==> src/rtl/prog_loader.sv <==
// prog_loader: boot loader packing a byte stream into 32-bit words for imem.
// Holds cpu_rst until load completes. Optional: LOADER_CHECKSUM_EN.
module prog_loader #(
  parameter int ADDR_W      = 10,
  parameter int MAX_WORDS   = 1024,
  parameter int HOLD_CYCLES = 4
) (
  input  logic              clk,
  input  logic              rst,
  input  logic              in_valid,
  input  logic [7:0]        in_data,
  input  logic              in_last,
  output logic              in_ready,
  output logic              im_we,
  output logic [ADDR_W-1:0] im_addr,
  output logic [31:0]       im_wdata,
  output logic              cpu_rst,
  output logic              done,
  output logic              err,
  output logic [ADDR_W:0]   word_cnt
);

  localparam int HW =
    (HOLD_CYCLES > 1) ? $clog2(HOLD_CYCLES) : 1;
  localparam logic [ADDR_W:0] MAXW =
    (ADDR_W+1)'(MAX_WORDS);
  localparam logic [HW-1:0] HLAST =
    HW'(HOLD_CYCLES - 1);

`ifdef LOADER_CHECKSUM_EN
  typedef enum logic [2:0] {
    LOAD, HOLD, RUN, ERR, CSUM
  } state_t;
`else
  typedef enum logic [1:0] {
    LOAD, HOLD, RUN, ERR
  } state_t;
`endif

  state_t          state;
  logic [1:0]      idx;
  logic [31:0]     acc;
  logic [31:0]     nxt;
  logic [HW-1:0]   hcnt;
  logic            take;
  logic            full;
`ifdef LOADER_CHECKSUM_EN
  logic [31:0]     sum;
`endif

`ifdef LOADER_CHECKSUM_EN
  assign in_ready = (state == LOAD) ||
                    (state == CSUM);
`else
  assign in_ready = (state == LOAD);
`endif

  assign take = in_valid & in_ready;
  assign full = (word_cnt == MAXW);

  // Insert the incoming byte big-endian at the current byte index
  always_comb begin
    nxt = acc;
    unique case (idx)
      2'd0: nxt[31:24] = in_data;
      2'd1: nxt[23:16] = in_data;
      2'd2: nxt[15:8]  = in_data;
      2'd3: nxt[7:0]   = in_data;
      default: nxt = acc;
    endcase
  end

  // Loader FSM: packs, writes, holds the core in reset, then releases it
  always_ff @(posedge clk or posedge rst) begin
    if (rst) begin
      state    <= LOAD;
      idx      <= 2'd0;
      acc      <= 32'h0;
      hcnt     <= '0;
      im_we    <= 1'b0;
      im_addr  <= '0;
      im_wdata <= 32'h0;
      cpu_rst  <= 1'b1;
      done     <= 1'b0;
      err      <= 1'b0;
      word_cnt <= '0;
`ifdef LOADER_CHECKSUM_EN
      sum      <= 32'h0;
`endif
    end else begin
      im_we <= 1'b0;
      unique case (state)
        LOAD: begin
          if (take) begin
            if (full) begin
              state <= ERR;
              err   <= 1'b1;
            end else if (idx == 2'd3 || in_last) begin
              im_we    <= 1'b1;
              im_addr  <= word_cnt[ADDR_W-1:0];
              im_wdata <= nxt;
              word_cnt <= word_cnt + 1'b1;
              idx      <= 2'd0;
              acc      <= 32'h0;
`ifdef LOADER_CHECKSUM_EN
              sum      <= sum + nxt;
              if (in_last) begin
                state <= CSUM;
              end
`else
              if (in_last) begin
                state <= HOLD;
                hcnt  <= '0;
              end
`endif
            end else begin
              acc <= nxt;
              idx <= idx + 2'd1;
            end
          end
        end
`ifdef LOADER_CHECKSUM_EN
        CSUM: begin
          if (take) begin
            if (idx == 2'd3) begin
              idx <= 2'd0;
              acc <= 32'h0;
              if (nxt == sum) begin
                state <= HOLD;
                hcnt  <= '0;
              end else begin
                state <= ERR;
                err   <= 1'b1;
              end
            end else begin
              acc <= nxt;
              idx <= idx + 2'd1;
            end
          end
        end
`endif
        HOLD: begin
          if (hcnt == HLAST) begin
            cpu_rst <= 1'b0;
            done    <= 1'b1;
            state   <= RUN;
          end else begin
            hcnt <= hcnt + 1'b1;
          end
        end
        RUN: begin
          state <= RUN;
        end
        ERR: begin
          state <= ERR;
        end
        default: begin
          state <= ERR;
          err   <= 1'b1;
        end
      endcase
    end
  end

endmodule

==> config.mk <==
export PLATFORM = sky130hd
export DESIGN_NAME = prog_loader
export DESIGN_NICKNAME = d
export VERILOG_FILES = /design/src/rtl/prog_loader.sv
export SDC_FILE = /design/constraint.sdc
export NUM_CORES = 1
export LEC_CHECK = 0
export CORE_MARGIN = 2
export CORE_UTILIZATION = 38
export DETAILED_ROUTE_END_ITERATION = 7
export SETUP_SLACK_MARGIN = 0.3
export SYNTH_ARGS = -nofsm -noshare
export SYNTH_HDL_FRONTEND = slang
export SYNTH_SLANG_ARGS = --single-unit
==> constraint.sdc <==
create_clock -name clk -period 5.1 [get_ports clk]
set_input_delay 1.02 -clock clk [delete_from_list [all_inputs] [get_ports clk]]
set_output_delay 1.02 -clock clk [all_outputs]
set_load 0.01 [all_outputs]
==> results of run 1 <==
flip-flops by register name, summed over array words and instances, names as in the netlist:
register,count
hcnt,2
word_cnt,11
im_we,1
done,1
cpu_rst,1
err,1
im_wdata,32
idx,2
im_addr,10
acc,32
state,2
through the flow:
step	cells	power, µW	worst slack (ps)
floorplan	335	781.2	1605
global placement	525	804.3	1453
detailed placement	525	804.6	1329
CTS	541	1366	1677
global route	541	1409	1421
finish	541	1351	1674
power by group through the flow:
stage          clock, µW  combinational (µW)  sequential (µW)
2_1_floorplan          0                13.6              768
3_3_place_gp           0                36.8              768
3_5_place_dp           0                37.1              768
4_1_cts              577                37.0              753
5_1_grt              615                40.6              753
6_report             562                35.8              753
worst paths after layout:
kind / startpoint / to / depth (start not counted) / slack, ps
worst min-delay path: done / done / 1 / 470
worst max register to register: word_cnt[0] / im_wdata[23] / 9 / 2010
worst max-delay path: in_valid / im_wdata[23] / 8 / 1670
max in group asynchronous: rst / im_addr[2] / 3 / 2870
min in group asynchronous: rst / im_we / 2 / 1140
worst min register to register: done / done / 1 / 470
synth_stat cells (all sizes together):
cell type / n / share of area
o21ai: 6 / 0.0073
a22o: 27 / 0.058
buf: 17 / 0.033
o211a: 1 / 0.0024
or2: 1 / 0.0015
nor2: 37 / 0.034
a21oi: 32 / 0.039
o22a: 1 / 0.0021
o211ai: 2 / 0.0037
mux2i: 35 / 0.085
nand3: 3 / 0.0037
ha: 9 / 0.027
inv: 11 / 0.010
o21bai: 1 / 0.0018
nand2: 13 / 0.012
nand4: 5 / 0.0076
mux2: 9 / 0.032
dfstp: 1 / 0.0064
and3: 6 / 0.013
xnor2: 10 / 0.021
a31oi: 1 / 0.0015
nor4b: 2 / 0.0073
and2: 1 / 0.0015
dfrtp: 94 / 0.57
nand2b: 1 / 0.0015
nor2b: 8 / 0.012
a21boi: 1 / 0.0018
kinds of logic after synthesis:
logic type / Yosys count / synth area share
AOI/OAI and AO/OA: 72 / 0.1176
and+or+nand+nor: 77 / 0.09418
DFF: 95 / 0.5794
adders and majority gates: 9 / 0.02743
buffers and inverters: 28 / 0.04267
muxes: 44 / 0.1173
xor gates and xnor gates: 10 / 0.02133
final cells by class:
class | count | share of cell area
clock buffers | 10 | 0.02705
clock inverters | 6 | 0.01770
inverters | 11 | 0.008360
multi-input cells | 212 | 0.3049
flip-flops and latches | 95 | 0.4674
well taps | 136 | 0.03344
repair buffers | 71 | 0.1411
worst max-delay path: stages:
cell             delay (ps)
clkdlybuf4s50_1         560
nand2_1                 100
a31oi_1                 640
nand2_1                 230
inv_2                   670
buf_12                  280
nor2_1                   60
a21oi_1                 110
per-layer routing:
| layer | up-vias | share of wire | wire length, µm | global-route usage |
|---|---|---|---|---|
| met5 | - | 0 | 0 | 0 |
| met1 | 1355 | 0.50 | 4251 | 0.2225 |
| li1 | 1298 | - | - | - |
| met4 | 0 | 0.012 | 99 | 0.04670 |
| met3 | 8 | 0.044 | 376 | 0.03797 |
| met2 | 59 | 0.44 | 3779 | 0.2350 |
==> key figures, run 1 <==
Logic synthesis
  – Cell Area, Synth: just over 4000 µm²
  – Synthesized flop and latch total: 95
  – Mean Syn Cell Area: 12.25 µm²
  – Unique cell type count in the Yosys netlist: 36
  – Sequential share of the synthesized area: 0.5794
  – Syn Nets: 356
  – YS warnings: 0
  – Cells after Synth: about 340

Route
  – DRC: 0
  – Via density per instance: slightly above 5
  – DR iter-0 viols: 119
  – WL final: 8506 µm
  – Vias: 2,720
  – Routed Antenna Nets: 0
  – DR pass1 iterations: 6
  – Drt wl/cell: 15.72 µm

Die
  – Num ports: 70
  – Die width: between 100 and 150 µm
  – Core area: between 10,000 and 15,000 µm²
  – Die Y: 107.9 µm
  – Starting Density: 0.3941
  – Placement row count: 37
  – Area of the die: around 12,000 µm²

Cells and area
  – Fin util: 0.4885
  – Antenna cells: 0
  – Most frequent cells in the layout: dfrtp_1 (94), clkdlybuf4s50_1 (69), nor2_1 (37)
  – Most common cell after layout, fill and taps aside: dfrtp_1
  – P&R area growth vs syn: 23.96%
  – Register Area: between 2000 and 2500 µm²
  – FILL cells: 971
  – Ratio of cells with drive above 1 in the final layout: 0.09383
  – Multi-input logic area: 1551 µm²
  – Nets: 421
  – Final Instance Area: 5089 µm²

Timing
  – Final Cycle Share: 0.6717
  – Setup tns final: 0 ps
  – Final setup viols: 0
  – Slew headroom: 0.3769
  – Worst hold margin: around 470 ps
  – Achievable clock frequency: 0.2919 GHz
  – RSZ-0062 raised after global routing: no
  – Final hold vios: 0
  – Max Slew Vio Count: 0
  – Slew at the pin with the worst max-slew slack: ~930 ps
  – Setup Skew: ~12 ps
  – Tmin final: approximately 3400 ps

Worst setup path
  – Crit path max fanout: 45
  – WP data required: about 5400 ps
  – Crit path kind: primary input to flip-flop
  – Worst Setup End Kind: flip-flop
  – Startpoint Class: primary input
  – Arr. time, crit path: 3710 ps

Clock network
  – CTS Buf Count: 9
  – Post-CTS Hold Buffers: 0
  – Clock latency on the worst-skew pair: around 360 ps
  – Clock Tree Root: clkbuf_8
  – Clock Pin Slew Worst Setup and Hold Paths: 90 ps
  – CTS tree: done
  – Post-CTS sizing: 0
  – Clk sinks: 95
  – Clock tree buffer depth: 2
  – H-Tree Depth: 3
  – Postcts setup bufs: 0

Power
  – Clock power frac: 0.416
  – Max rail drop VDD: 0.1546 mV
  – Power share of the sequential group: 0.557
  – Switching Power: 295.9 µW
  – Internal: 1055 µW
  – Static Leakage: 0.002301 µW
  – Combinational share of power: 0.027
  – Switch share: 0.2191
  – Power per cell area: 265.5 nW/µm²

Placed design
  – Hpwl dp: 5703 µm
  – PortBufs: 69
  – Gpl congestion: 0.7761
  – Dpl cell area: 4861 µm²

Global route
  – Total GRT Usage: 0.1555
  – Vias in the first global route: 2,727
  – Largest net degree at the start of global routing: 55
  – Grt total ovfl: 0
  – Initial antenna violation count: 0
  – First-pass GRT wire length: approximately 14,000 µm

Run
  – Max_cap viols: 0

Min path
  – Min-delay worst type: flip-flop to flip-flop

Status
  – Outcome: complete, no violations
(Power assumes the default switching activity.)
==> run 2: changes to the inputs <==
Clock period 5.1 ns to 3.1 ns, I/O delays scaled along.
==> run 2 against run 1 <==
- power grew 57%
- worst hold slack gained 11 ps
- flip-flop and latch count stayed put
- largest cell class unchanged
==> key figures, run 2 (synthesis results as in run 1) <==
Worst setup path
  – Slowest stage cell, crit path: clkdlybuf4s50_1 (was inv_2)
  – Crit path max fanout: 8 (was 45)
  – WP depth: 3 (was 8)
  – Startpoint Class: flip-flop (was primary input)
  – Arr. time, crit path: 1730 ps (was 3710 ps)
  – CP Buf/Inv Count: 2 (was 3)
  – Crit path kind: flip-flop to primary output (was primary input to flip-flop)
  – WP data required: 2480 ps (was 5390 ps)
  – Biggest cell delay along the critical path: 590 ps (was 670 ps)
  – Worst Setup End Kind: primary output (was flip-flop)
  – Worst Reg-to-Reg Cells: 9 (unchanged)
  – Largest delay share family, worst path: buffers and inverters (unchanged)
  – CP Cell Sequence: inv_1 > ha_1 > clkdlybuf4s50_1 (was clkdlybuf4s50_1 > nand2_1 > a31oi_1 > nand2_1 > inv_2 > buf_12 > nor2_1 > a21oi_1)

Cells and area
  – Non-filler cells, final: 546 (was 541)
  – P&R area growth vs syn: 24.14% (was 23.96%)
  – Final Instance Area: 5096 µm² (was 5089 µm²)
  – Ratio of cells with drive above 1 in the final layout: 0.1024 (was 0.09383)
  – Nets: 426 (was 421)
  – Biggest regs: acc (32), im_wdata (32), word_cnt (11) (unchanged)
  – Antenna cells: 0 (unchanged)
  – Most frequent cells in the layout: dfrtp_1 (94), clkdlybuf4s50_1 (69), nor2_1 (37) (unchanged)
  – Most common cell after layout, fill and taps aside: dfrtp_1 (unchanged)
  – Fin util: 0.4892 (was 0.4885)

Global route
  – First-pass GRT wire length: 14,810 µm (was 13,940 µm)
  – GR Layer Usage met1: 0.2406 (was 0.2225)
  – Total GRT Usage: 0.1669 (was 0.1555)
  – Initial antenna violation count: 0 (unchanged)
  – Routing usage on met3: 0.03858 (was 0.03797)
  – Vias in the first global route: 2,796 (was 2,727)
  – Largest net degree at the start of global routing: 54 (was 55)
  – Met2 track demand over resource: 0.2426 (was 0.2350)
  – Grt total ovfl: 0 (unchanged)
  – Top Usage Layer GRT: met2 (unchanged)

Clock network
  – Clock tree buffer depth: 2 (unchanged)
  – CTS tree: done (unchanged)
  – Clock Pin Slew Worst Setup and Hold Paths: 90 ps (about the same)
  – Post-CTS Hold Buffers: 0 (unchanged)
  – Postcts setup bufs: 0 (unchanged)
  – Clock latency on the worst-skew pair: 370 ps (was 360 ps)
  – Clk sinks: 95 (unchanged)
  – H-Tree Depth: 3 (unchanged)
  – Post-CTS sizing: 0 (unchanged)
  – Clock Tree Root: clkbuf_8 (unchanged)
  – CTS Buf Count: 9 (unchanged)

Placed design
  – Gpl congestion: 0.7708 (was 0.7761)
  – Placed insts: 530 (was 525)
  – Hpwl dp: 6030 µm (was 5703 µm)
  – Dpl cell area: 4901 µm² (was 4861 µm²)
  – PortBufs: 69 (unchanged)

Timing
  – Achievable clock frequency: 0.4263 GHz
  – Final hold vios: 0 (unchanged)
  – Slew at the pin with the worst max-slew slack: 677.4 ps (was 933.6 ps)
  – RSZ-0062 raised after global routing: no (unchanged)
  – Slew headroom: 0.5454 (was 0.3769)
  – Setup Skew: 12.83 ps (was 12.08 ps)
  – Final setup viols: 0 (unchanged)
  – Tmin final: 2346 ps
  – Setup tns final: 0 ps (unchanged)
  – Final Cycle Share: 0.7567
  – Worst hold margin: 478.8 ps (was 468.3 ps)
  – Max Slew Vio Count: 0 (unchanged)

Die
  – Die width: 107.9 µm (unchanged)
  – Area of the die: 11,650 µm² (unchanged)
  – Core area: 10,420 µm² (unchanged)
  – Num ports: 70 (unchanged)
  – Placement row count: 37 (unchanged)
  – Die Y: 107.9 µm (unchanged)
  – Starting Density: 0.3941 (unchanged)

Power
  – Combinational share of power: 0.029 (was 0.027)
  – Switching Power: 491.3 µW (was 295.9 µW)
  – Internal: 1635 µW (was 1055 µW)
  – Max rail drop VDD: 0.1659 mV (was 0.1546 mV)
  – Power share of the sequential group: 0.582 (was 0.557)
  – Power per cell area: 417.2 nW/µm² (was 265.5 nW/µm²)
  – Clock power frac: 0.388 (was 0.416)
  – Static Leakage: 0.002304 µW (was 0.002301 µW)
  – Switch share: 0.2311 (was 0.2191)

Route
  – Via density per instance: 5.038 (was 5.028)
  – DRC: 0 (unchanged)
  – DR pass1 iterations: 4 (was 6)
  – WL final: 8874 µm (was 8506 µm)
  – Routed Antenna Nets: 0 (unchanged)
  – Drt wl/cell: 16.25 µm (was 15.72 µm)
  – Vias: 2,751 (was 2,720)
  – DR iter-0 viols: 104 (was 119)

Min path
  – Hold depth: 1 (unchanged)
  – Min-delay worst type: flip-flop to flip-flop (unchanged)

Run
  – Max_cap viols: 0 (unchanged)

Status
  – Outcome: complete, no violations (unchanged)
-- run 2: cell count changes in the layout (fill, tap and decap cells not counted) --
cell / delta
clkinvlp_4: +2
buf_4: +5
clkbuf_8: -1
clkinv_2: -1
bufinv_16: -1
clkbuf_1: +1
-- run 2: layer usage --
| layer | up-vias | routed length [µm] |
|---|---|---|
| met3 | 16 | 384 |
| met1 | 1350 | 4421 |
| li1 | 1316 | - |
| met2 | 69 | 3905 |
| met4 | 0 | 161 |
| met5 | - | 0 |
-- run 2: final timing paths --
path                            slack, ps            to         from
worst max-delay path                  750      in_ready     state[0]
worst min-delay path                  480          done         done
worst max register to register        900    im_addr[3]  word_cnt[0]
worst min register to register        480          done         done
max in group asynchronous            1910  im_wdata[23]          rst
min in group asynchronous             510         im_we          rst
-- run 2: worst reg2reg max path: stages, from the launching register on --
cell and delay (ps):
dfrtp_1 460, inv_1 100, ha_1 210, nor4b_2 170
a31oi_1 190, buf_4 190, nand2_1 110, inv_2 100
buf_4 230, mux2_4 320
-- run 2: stage by stage --
stage / setup slack [ps] / total power [µW]
finish: 754.4 / 2126
global route: 658.6 / 2216
CTS: 747.7 / 2153
detailed placement: 594.3 / 1328
global placement: 645.2 / 1327
floorplan: 1203 / 1286
-- run 2: area by class of cell --
class	count	area [µm²]
multi-input combinational	212	1551
inverter	11	45.04
clock buffer	10	127.6
timing repair buffer	76	755.7
tap	136	170.2
sequential	95	2379
clock inverter	6	67.56
fill	950	5320
-- run 2: power groups by stage --
stage | sequential [µW] | clock, µW | combinational [µW]
final | 1240 | 825 | 62.5
after global routing | 1240 | 906 | 71.5
after CTS | 1240 | 850 | 64.9
after detailed placement | 1260 | 0 | 64.9
after global placement | 1260 | 0 | 64.3
after floorplan | 1260 | 0 | 22.7
==> run 3: changes to the inputs <==
Clock period 3.1 ns to 2.3 ns, I/O delays scaled along.
==> run 3 against run 2 <==
- power is 40% higher
- die area stayed put
- worst setup slack worse by 410 ps
- first-iteration DRC count is 98% higher
- non-clock buffer count is 11 higher
- via count is 0.80% higher
- critical endpoint is now word_cnt[2]
- highest routed layer unchanged
==> key figures, run 3 (synthesis results as in run 1) <==
Status
  – Outcome: complete, no violations (unchanged)

Cells and area
  – Ratio of cells with drive above 1 in the final layout: 0.1452 (was 0.1024)
  – Most frequent cells in the layout: dfrtp_1 (92), clkdlybuf4s50_1 (68), nor2_1 (37) (was dfrtp_1 (94), clkdlybuf4s50_1 (69), nor2_1 (37))
  – Antenna cells: 0 (unchanged)
  – Most common cell after layout, fill and taps aside: dfrtp_1 (unchanged)
  – Final Instance Area: 5293 µm² (was 5096 µm²)
  – P&R area growth vs syn: 28.92% (was 24.14%)
  – Nets: 437 (was 426)
  – Biggest regs: acc (32), im_wdata (32), word_cnt (11) (unchanged)

Timing
  – Final hold vios: 0 (unchanged)
  – Worst setup margin: 343.0 ps (was 754.4 ps)
  – Final Cycle Share: 0.8509
  – Slew headroom: 0.7320 (was 0.5454)
  – Setup Skew: 7.034 ps (was 12.83 ps)
  – Max Slew Vio Count: 0 (unchanged)
  – Slew at the pin with the worst max-slew slack: 400.8 ps (was 677.4 ps)
  – Tmin final: 1957 ps
  – RSZ-0062 raised after global routing: no (unchanged)
  – Setup tns final: 0 ps (unchanged)
  – Achievable clock frequency: 0.5110 GHz
  – Final setup viols: 0 (unchanged)

Power
  – Max rail drop VDD: 0.3128 mV (was 0.1659 mV)
  – Power per cell area: 561.4 nW/µm² (was 417.2 nW/µm²)
  – Static Leakage: 0.002392 µW (was 0.002304 µW)

Die
  – Die width: 107.9 µm (unchanged)
  – Core area: 10,420 µm² (unchanged)
  – Die Y: 107.9 µm (unchanged)
  – Area of the die: 11,650 µm² (unchanged)
  – Placement row count: 37 (unchanged)
  – Num ports: 70 (unchanged)
  – Starting Density: 0.3941 (unchanged)

Route
  – DRC: 0 (unchanged)
  – Drt wl/cell: 15.84 µm (was 16.25 µm)
  – DR pass1 iterations: 4 (unchanged)
  – Routed Antenna Nets: 0 (unchanged)
  – Via density per instance: 4.987 (was 5.038)
  – Vias: 2,773 (was 2,751)
  – DR iter-0 viols: 206 (was 104)
  – WL final: 8807 µm (was 8874 µm)

Worst setup path
  – CP Cell Sequence: clkdlybuf4s50_1 (was inv_1 > ha_1 > clkdlybuf4s50_1)
  – Worst Setup End Kind: primary output (unchanged)
  – Crit path max fanout: 7 (was 8)
  – Largest delay share family, worst path: buffers and inverters (unchanged)
  – WP data required: 1840 ps (was 2480 ps)
  – Arr. time, crit path: 1500 ps (was 1730 ps)
  – Slowest stage cell, crit path: clkdlybuf4s50_1 (unchanged)
  – Crit path kind: flip-flop to primary output (unchanged)
  – FF-to-FF setup slack: 420 ps (was 900 ps)
  – Startpoint Class: flip-flop (unchanged)
  – Biggest cell delay along the critical path: 620 ps (was 590 ps)
  – CP Buf/Inv Count: 1 (was 2)

Global route
  – Total GRT Usage: 0.1595 (was 0.1669)
  – Grt total ovfl: 0 (unchanged)
  – Initial antenna violation count: 0 (unchanged)
  – First-pass GRT wire length: 14,200 µm (was 14,810 µm)
  – Largest net degree at the start of global routing: 60 (was 54)
  – Vias in the first global route: 2,812 (was 2,796)

Clock network
  – Clock tree buffer depth: 2 (unchanged)
  – CTS tree: done (unchanged)
  – Clock latency on the worst-skew pair: 360 ps (was 370 ps)
  – CTS Buf Count: 9 (unchanged)
  – H-Tree Depth: 3 (unchanged)
  – Clock Pin Slew Worst Setup and Hold Paths: 90 ps (about the same)
  – Clock Tree Root: clkbuf_8 (unchanged)
  – Clk sinks: 95 (unchanged)

Placed design
  – PortBufs: 69 (unchanged)
  – Hpwl dp: 5794 µm (was 6030 µm)
  – Dpl cell area: 4976 µm² (was 4901 µm²)
  – Worst slack, placed: 171.8 ps (was 594.3 ps)
  – Gpl congestion: 0.7504 (was 0.7708)

Run
  – Max_cap viols: 0 (unchanged)

Min path
  – Min-delay worst type: flip-flop to flip-flop (unchanged)
run 3: changes by cell type in the layout (fill, tap and decap cells not counted), sizes merged:
cell / change
buf: +10
bufinv: +1
clkbuf: +1
clkdlybuf4s50: -1
clkinvlp: -1
dlygate4sd2: +1
inv: -1
run 3: layout make-up:
type | instances | area, µm²
clock buffer | 10 | 137.6
sequential | 95 | 2381
clock inverter | 5 | 81.33
timing repair buffer | 87 | 892.1
fill | 944 | 5124
tap | 136 | 170.2
multi-input combinational | 212 | 1583
inverter | 11 | 47.55
run 3: through the flow:
stage	instances	utilization	hold slack, ps	power, µW
after global routing	556	0.5081	498.5	3093
after detailed placement	535	0.4777	466.5	1794
after global placement	535	0.4777	454.6	1794
after CTS	552	0.5008	490.9	3016
after floorplan	335	-	463.6	1733
final	556	0.5081	475.8	2971
run 3: layer usage:
| metal | vias up | routed length (µm) | global-route usage | share of wire |
|---|---|---|---|---|
| met5 | - | 0 | 0 | 0 |
| met4 | 0 | 101 | 0.06319 | 0.011 |
| met3 | 7 | 401 | 0.03315 | 0.046 |
| met2 | 72 | 4037 | 0.2354 | 0.46 |
| met1 | 1367 | 4266 | 0.2302 | 0.48 |
| li1 | 1327 | - | - | - |
run 3: what timing repair did:
item                       4_1_cts  5_1_grt
pin swaps                        3        2
gates resized for setup          4        7
hold endpoints to repair         0        0
hold buffers                     0        0
gates cloned                     0        1
setup endpoints to repair       23       72
setup buffers                    2        3
run 3: worst paths after layout:
| check | from | endpoint | depth (start not counted) |
|---|---|---|---|
| max | word_cnt[2] | word_cnt[2] | 1 |
| min | done | done | 1 |
| max reg2reg | word_cnt[0] | im_addr[8] | 8 |
| min reg2reg | done | done | 1 |
| max in group asynchronous | rst | cpu_rst | 3 |
| min in group asynchronous | rst | acc[3] | 3 |
run 3: power breakdown:
| group | total, µW | leakage [µW] | switching [µW] | internal (µW) |
|---|---|---|---|---|
| Clock | 1210 | 0.000109 | 575 | 638 |
| Combinational | 89.1 | 0.00100 | 58.9 | 30.2 |
| Sequential | 1670 | 0.00128 | 0 | 1670 |
| Total | 2970 | 0.00239 | 634 | 2340 |
